## src/rtl/reg_write_arbiter_pkg.sv

```systemverilog
// Shared types and helpers for the register write-port arbiter.
// Latency: none (definitions only).
// Backpressure: n/a.
package reg_write_arbiter_pkg;

    typedef enum logic {
        IDLE   = 1'b0,
        LOCKED = 1'b1
    } arb_state_e;

    // Index width for n requesters; at least one bit so a 1-bit owner field stays legal.
    function automatic int idx_width(input int n);
        return (n <= 2) ? 1 : $clog2(n);
    endfunction

endpackage

```

## src/rtl/reg_write_arbiter_rr_pick.sv

```systemverilog
// Rotate-priority encoder: first set bit of mask at or after ptr, wrapping at N.
// Latency: purely combinational.
// Backpressure: none; caller qualifies the mask.
module rr_pick #(
    parameter int N     = 4,
    parameter int IDX_W = 2
) (
    input  logic [N-1:0]     mask,
    input  logic [IDX_W-1:0] ptr,
    output logic             vld,
    output logic [IDX_W-1:0] idx
);

    int               cand;
    logic [IDX_W-1:0] cand_idx;

    always_comb begin
        vld      = 1'b0;
        idx      = '0;
        cand     = 0;
        cand_idx = '0;
        for (int i = 0; i < N; i++) begin
            cand = int'(ptr) + i;
            if (cand >= N) begin
                cand = cand - N;
            end
            cand_idx = IDX_W'(cand);
            if (!vld && mask[cand_idx]) begin
                vld = 1'b1;
                idx = cand_idx;
            end
        end
    end

endmodule

```

## src/rtl/reg_write_arbiter.sv

```systemverilog
// Round-robin arbiter for one shared register write port, with bounded locking.
// Latency: arbitration combinational in cycle t; grant and write strobe registered, seen in t+1.
// Backpressure: req_i held until its gnt_o pulse; a just-granted requester sits out one cycle.
module reg_write_arbiter
    import reg_write_arbiter_pkg::*;
#(
    parameter int N_REQ    = 4,
    parameter int DATA_W   = 21,
    parameter int LOCK_MAX = 8,
    localparam int IDX_W   = idx_width(N_REQ)
) (
    input  logic                    clk_i,
    input  logic                    rst_n_i,
    input  logic [N_REQ-1:0]        req_i,
    input  logic [N_REQ-1:0]        clr_i,
    input  logic [N_REQ-1:0]        lock_i,
    input  logic [N_REQ*DATA_W-1:0] data_i,
    output logic [N_REQ-1:0]        gnt_o,
    output logic                    reg_e_o,
    output logic                    reg_r_o,
    output logic [DATA_W-1:0]       reg_d_o,
    output logic [IDX_W-1:0]        owner_o,
    output logic                    locked_o
);

    arb_state_e        state_q, state_d;
    logic [IDX_W-1:0]  ptr_q;
    logic [7:0]        cnt_q, cnt_d;
    logic [IDX_W-1:0]  owner_q;
    logic [N_REQ-1:0]  gnt_q, gnt_d;
    logic              reg_e_q, reg_r_q;
    logic [DATA_W-1:0] reg_d_q;

    logic [N_REQ-1:0]  owner_oh;
    logic [N_REQ-1:0]  elig;
    logic              forced;
    logic              grant;
    logic              win_vld;
    logic [IDX_W-1:0]  win_idx;
    logic [IDX_W-1:0]  ptr_next;
    logic [DATA_W-1:0] win_dat;

    // Once the lock budget is spent the owner competes under plain round-robin rules.
    assign forced = (state_q == LOCKED) && (cnt_q >= 8'(LOCK_MAX));

    always_comb begin
        owner_oh          = '0;
        owner_oh[owner_q] = 1'b1;
        elig              = req_i & ~gnt_q;
        if (state_q == LOCKED && !forced) begin
            elig = elig & owner_oh;
        end
    end

    rr_pick #(
        .N     (N_REQ),
        .IDX_W (IDX_W)
    ) u_pick (
        .mask (elig),
        .ptr  (ptr_q),
        .vld  (win_vld),
        .idx  (win_idx)
    );

    always_comb begin
        win_dat = '0;
        for (int k = 0; k < N_REQ; k++) begin
            if (IDX_W'(k) == win_idx) begin
                win_dat = data_i[k*DATA_W +: DATA_W];
            end
        end
    end

    assign ptr_next = (win_idx == IDX_W'(N_REQ - 1)) ? '0 : win_idx + 1'b1;

    always_comb begin
        state_d = state_q;
        cnt_d   = cnt_q;
        grant   = 1'b0;
        gnt_d   = '0;
        case (state_q)
            IDLE: begin
                if (win_vld) begin
                    grant = 1'b1;
                    if (lock_i[win_idx]) begin
                        state_d = LOCKED;
                        cnt_d   = 8'd1;
                    end
                end
            end
            LOCKED: begin
                if (forced) begin
                    if (win_vld) begin
                        grant   = 1'b1;
                        state_d = IDLE;
                        cnt_d   = '0;
                    end
                end else if (win_vld) begin
                    grant = 1'b1;
                    if (lock_i[owner_q]) begin
                        cnt_d = cnt_q + 8'd1;
                    end else begin
                        state_d = IDLE;
                        cnt_d   = '0;
                    end
                end else if (!req_i[owner_q] && !lock_i[owner_q]) begin
                    state_d = IDLE;
                    cnt_d   = '0;
                end
            end
            default: begin
                state_d = IDLE;
                cnt_d   = '0;
            end
        endcase
        if (grant) begin
            gnt_d[win_idx] = 1'b1;
        end
    end

    always_ff @(posedge clk_i) begin
        if (!rst_n_i) begin
            state_q <= IDLE;
            ptr_q   <= '0;
            cnt_q   <= '0;
            owner_q <= '0;
            gnt_q   <= '0;
            reg_e_q <= 1'b0;
            reg_r_q <= 1'b0;
            reg_d_q <= '0;
        end else begin
            state_q <= state_d;
            cnt_q   <= cnt_d;
            gnt_q   <= gnt_d;
            if (grant) begin
                ptr_q   <= ptr_next;
                owner_q <= win_idx;
                reg_r_q <= clr_i[win_idx];
                reg_e_q <= !clr_i[win_idx];
                if (!clr_i[win_idx]) begin
                    reg_d_q <= win_dat;
                end
            end else begin
                reg_e_q <= 1'b0;
                reg_r_q <= 1'b0;
            end
        end
    end

    assign gnt_o    = gnt_q;
    assign reg_e_o  = reg_e_q;
    assign reg_r_o  = reg_r_q;
    assign reg_d_o  = reg_d_q;
    assign owner_o  = owner_q;
    assign locked_o = (state_q == LOCKED);

endmodule

```

## config.mk

```make
export PLATFORM = sky130hd
export DESIGN_NAME = reg_write_arbiter
export DESIGN_NICKNAME = d
export VERILOG_FILES = /design/src/rtl/reg_write_arbiter_pkg.sv /design/src/rtl/reg_write_arbiter_rr_pick.sv /design/src/rtl/reg_write_arbiter.sv
export SDC_FILE = /design/constraint.sdc
export NUM_CORES = 1
export LEC_CHECK = 0
export CORE_MARGIN = 1
export CORE_UTILIZATION = 30
export DETAILED_ROUTE_END_ITERATION = 10
export PLACE_DENSITY = 0.71
export SKIP_LAST_GASP = 1
export SLEW_MARGIN = 20
export SYNTH_ARGS = -nofsm -noshare
export SYNTH_HDL_FRONTEND = slang
export SYNTH_SLANG_ARGS = --single-unit
```

## constraint.sdc

```tcl
create_clock -name clk_i -period 6.1 [get_ports clk_i]
set_clock_uncertainty 0.2 [all_clocks]
set_input_delay 1.22 -clock clk_i [delete_from_list [all_inputs] [get_ports clk_i]]
set_output_delay 1.22 -clock clk_i [all_outputs]
set_load 0.02 [all_outputs]
```

-- Word-level counts from Yosys, hierarchy flattened
Cells that the tools add are included.
- flip-flop bits (word level): 40
- latch bits: 0
- bits in writable memories: 0
- ROM bits: 0
- logic and storage cells: 117
- memories: 0
- add/sub/neg operators: 9
- multiply operators: 0
- divide/modulo/power cells: 0
- magnitude comparators: 13
- equal/unequal tests: 8
- shifts and indexed selects: 0
- muxes and demuxes: 55
- bitwise logic cells: 5
- reduce and logical (&&, ||, !) cells: 19
- operator list (kind ; number):
    21-bit 2-to-1 mux ; 4
    8-bit 2-to-1 mux ; 7
    1-bit 2-to-1 mux ; 22
    2-bit by 3-bit < comparator with 1-bit output (second input constant) ; 6
    2-bit 2-to-1 mux ; 9
    1-bit binary-select mux with 2-bit select ; 8
    8-bit case mux with 2 select lines ; 1
    3-bit >= comparator (second input constant) ; 3
    8-bit by 1-bit adder with 8-bit output (second input constant) ; 1
    4-bit AND ; 2
    8-bit by 4-bit >= comparator with 1-bit output (second input constant) ; 1
    1-bit logical AND ; 8
    2-bit by 1-bit subtractor with 2-bit output (second input constant) ; 4
    1-bit logical NOT ; 7
    2-bit by 2-bit adder with 3-bit output (second input constant) ; 2
    1-bit demux with 2-bit select ; 2
    2-bit == test (first input constant) ; 2
    2-bit by 1-bit >= comparator with 1-bit output (second input constant) ; 2
    4-bit 2-to-1 mux ; 1
    4-bit NOT ; 1
    2-bit AND reduction ; 2
    4-bit AND reduction ; 1
    2-bit by 1-bit adder with 3-bit output (second input constant) ; 1
    2-bit by 3-bit >= comparator with 1-bit output (second input constant) ; 1
    10 further kinds ; 11

-- Longest topological paths before layout
- depth after elaboration: 23
- gate-level depth with buffers: 16
- gate-level depth less buffers: 13

-- By module
Synthesis repeated with hierarchy kept, for this count alone.
- cells, all modules: 309
- area total of the unflattened synthesis: 2508.7 sq um
- modules (own cells, without submodules) (module ; times used ; cells each ; area an instance (sq um) ; sequential area each (sq um)):
    reg_write_arbiter ; 1 ; 294 ; 2431.1 ; 800.8
    rr_pick ; 1 ; 15 ; 77.6 ; 0.0

-- Worst setup path after synthesis
No wires, ideal clock.
- path kind: in2reg
- from: input port req_i[1]
- to: register reg_d_q[10] (netlist: reg_d_o[10])
- library setup time: 124 ps
- arrival: 3241 ps
- required time: 5776 ps
- path slack: 2535 ps
- stages on the path: 15
- cell sequence: inv_1 a311o_2 a21oi_1 a22o_1 buf_6 inv_1 ha_1 nor2b_1 clkbuf_1 a22oi_1 nor2_1 a21oi_1 o21ai_0 nand2_1 mux2i_1
- longest elaborated chain between the ends: 20
- elaborated cells on any way between the ends: 38
- ends and longest elaborated chain (item ; RTL line ; RTL):
    from (decl) ; reg_write_arbiter.sv:14 ; input logic [N_REQ-1:0] req_i,
    4-bit AND * ; reg_write_arbiter.sv:49 ; elig = req_i & ~gnt_q;
    4-bit AND ; reg_write_arbiter.sv:51 ; elig = elig & owner_oh;
    4-bit 2-to-1 mux * ; reg_write_arbiter.sv:50 ; if (state_q == LOCKED && !forced) begin
    1-bit binary-select mux with 2-bit select ; reg_write_arbiter_rr_pick.sv:28 ; if (!vld && mask[cand_idx]) begin
    1-bit 2-to-1 mux (not written as such) ; reg_write_arbiter_rr_pick.sv:28 ;
    1-bit 2-to-1 mux ; reg_write_arbiter_rr_pick.sv:28 ;
    1-bit logical NOT ; reg_write_arbiter_rr_pick.sv:28 ;
    1-bit logical AND ; reg_write_arbiter_rr_pick.sv:28 ;
    (+2 left out) ; -- ;
    1-bit logical AND ; reg_write_arbiter_rr_pick.sv:28 ;
    1-bit 2-to-1 mux ; reg_write_arbiter_rr_pick.sv:28 ;
    1-bit logical NOT ; reg_write_arbiter_rr_pick.sv:28 ;
    1-bit logical AND ; reg_write_arbiter_rr_pick.sv:28 ;
    2-bit 2-to-1 mux * ; reg_write_arbiter_rr_pick.sv:28 ;
    named net u_pick.idx[0] ; reg_write_arbiter_rr_pick.sv:11 ; output logic [IDX_W-1:0] idx
    2-bit logical NOT ; reg_write_arbiter.sv:68 ; if (IDX_W'(k) == win_idx) begin
    21-bit 2-to-1 mux (4 in series) ; reg_write_arbiter.sv:68 ;
    to (signal assigned) ; reg_write_arbiter.sv:141 ; reg_d_q <= win_dat;
    to (decl) ; reg_write_arbiter.sv:32 ; logic [DATA_W-1:0] reg_d_q;
The timed path passes the listed nets; every way through them passes the cells marked *. The select of a mux whose other input is x is not followed.
A chain may end at the register's enable or synchronous reset.

-- Worst setup path in the final report
- from: input port req_i[1]
- to: register reg_d_q[18] (netlist: reg_d_o[18])
- longest elaborated chain between the ends: 20
- elaborated cells on any way between the ends: 38
- ends and longest elaborated chain (item ; RTL line):
    4-bit AND * ; reg_write_arbiter.sv:49
    4-bit AND ; reg_write_arbiter.sv:51
    4-bit 2-to-1 mux * ; reg_write_arbiter.sv:50
    1-bit binary-select mux with 2-bit select ; reg_write_arbiter_rr_pick.sv:28
    1-bit 2-to-1 mux (not written as such) ; reg_write_arbiter_rr_pick.sv:28
    1-bit 2-to-1 mux ; reg_write_arbiter_rr_pick.sv:28
    1-bit logical NOT ; reg_write_arbiter_rr_pick.sv:28
    1-bit logical AND ; reg_write_arbiter_rr_pick.sv:28
    1-bit 2-to-1 mux ; reg_write_arbiter_rr_pick.sv:28
    1-bit logical NOT ; reg_write_arbiter_rr_pick.sv:28
    1-bit logical AND ; reg_write_arbiter_rr_pick.sv:28
    1-bit 2-to-1 mux ; reg_write_arbiter_rr_pick.sv:28
    1-bit logical NOT ; reg_write_arbiter_rr_pick.sv:28
    1-bit logical AND ; reg_write_arbiter_rr_pick.sv:28
    2-bit 2-to-1 mux ; reg_write_arbiter_rr_pick.sv:28
    2-bit logical NOT ; reg_write_arbiter.sv:68
    21-bit 2-to-1 mux (4 in series) ; reg_write_arbiter.sv:68
Mark *: on every way between the ends. The rest lies on a longest branch, timed or not. The select of a mux whose other input is x is not followed.

==> metrics <==
status completed; Syn Nets 446; Post-synth top cells nand2_1 (70), dfxtp_1 (40), a21oi_1 (30); post-synth top area share 30.8%; Top Metal Used met4; post-route minimum period 4.40 ns; Slowest Stage Delay on Critical Path 0.50 ns; Post-Syn Area per Cell 7.60 um2; Initial Util 31.3%; flip-flop and latch area 801 um2; crit-path cells clkdlybuf4s50_1 -> inv_1 -> a311o_2 -> a21oi_1 -> a22o_1 -> ha_1 -> buf_4 -> nor2b_1 -> buf_4 -> a22oi_1 -> nor2_1 -> a21oi_1 -> o21ai_0 -> nand2_1 -> mux2i_1; Leak 1.53 nW; post-CTS sizing 0; Post-CTS Setup Inserts 0; Setup crit end kind flop; count leader, synth nand2_1; # port buffers 127; relative slew slack 42.2%; DR pass1 iterations 4; Area contributors post-synth dfxtp_1 (31%), nand2_1 (10%), mux2i_1 (8.1%); CP Data Arrival Time 4.35 ns; Area Growth Syn to Fin 54.6%; metal2 WL 3.53 mm; CTS tree done; hold path cells 2; clk slew on worst S/H paths 0.08 ns; Worst Max-Slew Pin Slew 0.863 ns; Pwr Density 443 nW/um2; final non-filler cell total 560; drt total wl 7.47 mm; area of the multi-input gates 1610 um2; Crit-path slowest cell a22o_1; row count 33; Yosys warning count 0; H-tree depth 2; Core Area 8300 um2; CTS max path bufs 2; TritonCTS buffer count 5; clk_lat worst skew 0.29 ns; vias in the first global route 2616; Post-CTS Hold Buffers 0; Final setup violation count 0; Yosys reg bits 40; synthesized instance count 342; predominant post-synthesis flop cell dfxtp_1; Layout fillers 814; Crit Path Class primary input to flop; Final Hold Vio Count 0; Die Span Y 95.1 um; Placer Congestion 0.801; Final Max Slew Viols 0; Worst EP required 6.05 ns; worst reg2reg path depth 14; Final ANT Viol Nets 0; Vias per Instance 4.98; Ports 128; leading area contributor after synthesis dfxtp_1; Layout Nets 558; Tot Pwr 1.78 mW; Final period util 72.1%; Cell variety after synth 45; Post-synth EDFFs 0; clk sink count 40; total number of vias 2790; clk root buf clkbuf_8; Seq/Total Area, Yosys 30.8%; post-DR wirelength/cell 13.3 um; peak supply drop 174 uV; gr ovfl total 0; GR Util All Layers 17.0%; diodes inserted 0; DR WL met3 562 um; maxcap violations 0; Starting DRT DRC Count 99; Mapped Area 2600 um2; hold crit path type flop to flop; FMAX 227 MHz; CP max FO 24; initial antenna violation count 0; Async S/R FF share, synth 0%; Fin Setup TNS 0 ns; total die area 9040 um2; RSZ-0062 raised after global routing false; final HPWL from detailed placement 5.94 mm; placed cells 552; DRC 0; met1 wire length 3.21 mm; Startpoint Class primary input; first-pass GRT wire length 12.1 mm; share of layout cells above drive strength 1 5.49%; largest net degree at the start of global routing 52; Die W 95.1 um
-- cell usage in the layout (no fill, tap or decap), types with 5 or more instances in the layout --
master,count
ha_1,6
nand2b_1,5
inv_1,18
a21oi_1,30
nand3_1,5
dfxtp_1,40
nor2_1,27
clkbuf_8,5
nand2_1,70
a22oi_1,21
clkdlybuf4s50_1,126
mux2i_1,21
o21ai_0,24
-- metal layers --
| metal | vias up | track usage [%] |
|---|---|---|
| li1 | 1428 | - |
| met1 | 1222 | 21.4 |
| met2 | 126 | 28.6 |
| met3 | 14 | 3.91 |
| met4 | 0 | 5.56 |
| met5 | - | 0 |
-- final cells by class --
type | count | area share, %
multi-input cells | 258 | 40.0
repair buffers | 131 | 32.3
flip-flops and latches | 40 | 19.9
well taps | 105 | 3.27
clock buffers | 5 | 1.71
inverters | 18 | 1.68
clock inverters | 3 | 1.15
-- state kept, by name (all words and copies together) (netlist names) --
signal / cells
gnt_o: 4
reg_d_o: 21
owner_o: 2
reg_r_o: 1
ptr_q: 2
reg_e_o: 1
locked_o: 1
cnt_q: 8
-- critical path: cells and delay by family --
kind	cells	cell delay [ns]
and+or+nand+nor	3	0.23
buffers and inverters	4	1.01
muxes	1	0.08
AOI/OAI and AO/OA	6	1.57
adders and majority gates	1	0.23
-- kinds of logic (layout without fill, tap and decap cells) --
| family | Yosys count | after routing | share of synthesized area, % |
|---|---|---|---|
| simple gates | 124 | 124 | 21.2 |
| compound gates | 105 | 105 | 28.0 |
| buf+inv | 44 | 157 | 7.36 |
| flops | 40 | 40 | 30.8 |
| mux | 23 | 23 | 9.82 |
| fa+ha+maj | 6 | 6 | 2.89 |
-- power breakdown --
group / internal (mW) / total [mW] / switching (mW) / leakage [nW]
sequential: 0.324 / 0.377 / 0.0532 / 0.327
clock: 0.123 / 0.220 / 0.0963 / 0.0548
combinational: 0.515 / 1.18 / 0.669 / 1.15
total: 0.962 / 1.78 / 0.819 / 1.53
-- stage by stage --
step	utilization (%)	hold WS [ns]	setup WS (ns)	cell area [um2]
2_1_floorplan	-	0.222	2.54	2600
3_5_place_dp	47.0	0.236	1.42	3900
5_1_grt	48.4	0.273	1.43	4020
6_report	48.4	0.247	1.70	4020
3_3_place_gp	47.0	0.234	1.55	3900
4_1_cts	48.4	0.248	1.74	4020
-- final timing paths --
check | from | to | slack [ns]
hold reg to reg | cnt_q[7] | cnt_q[7] | 0.25
setup reg to reg | locked_o | reg_d_o[18] | 2.40
hold / removal | cnt_q[7] | cnt_q[7] | 0.25
setup / recovery | req_i[1] | reg_d_o[18] | 1.70
Note: power is estimated with default switching activity, not from simulation.
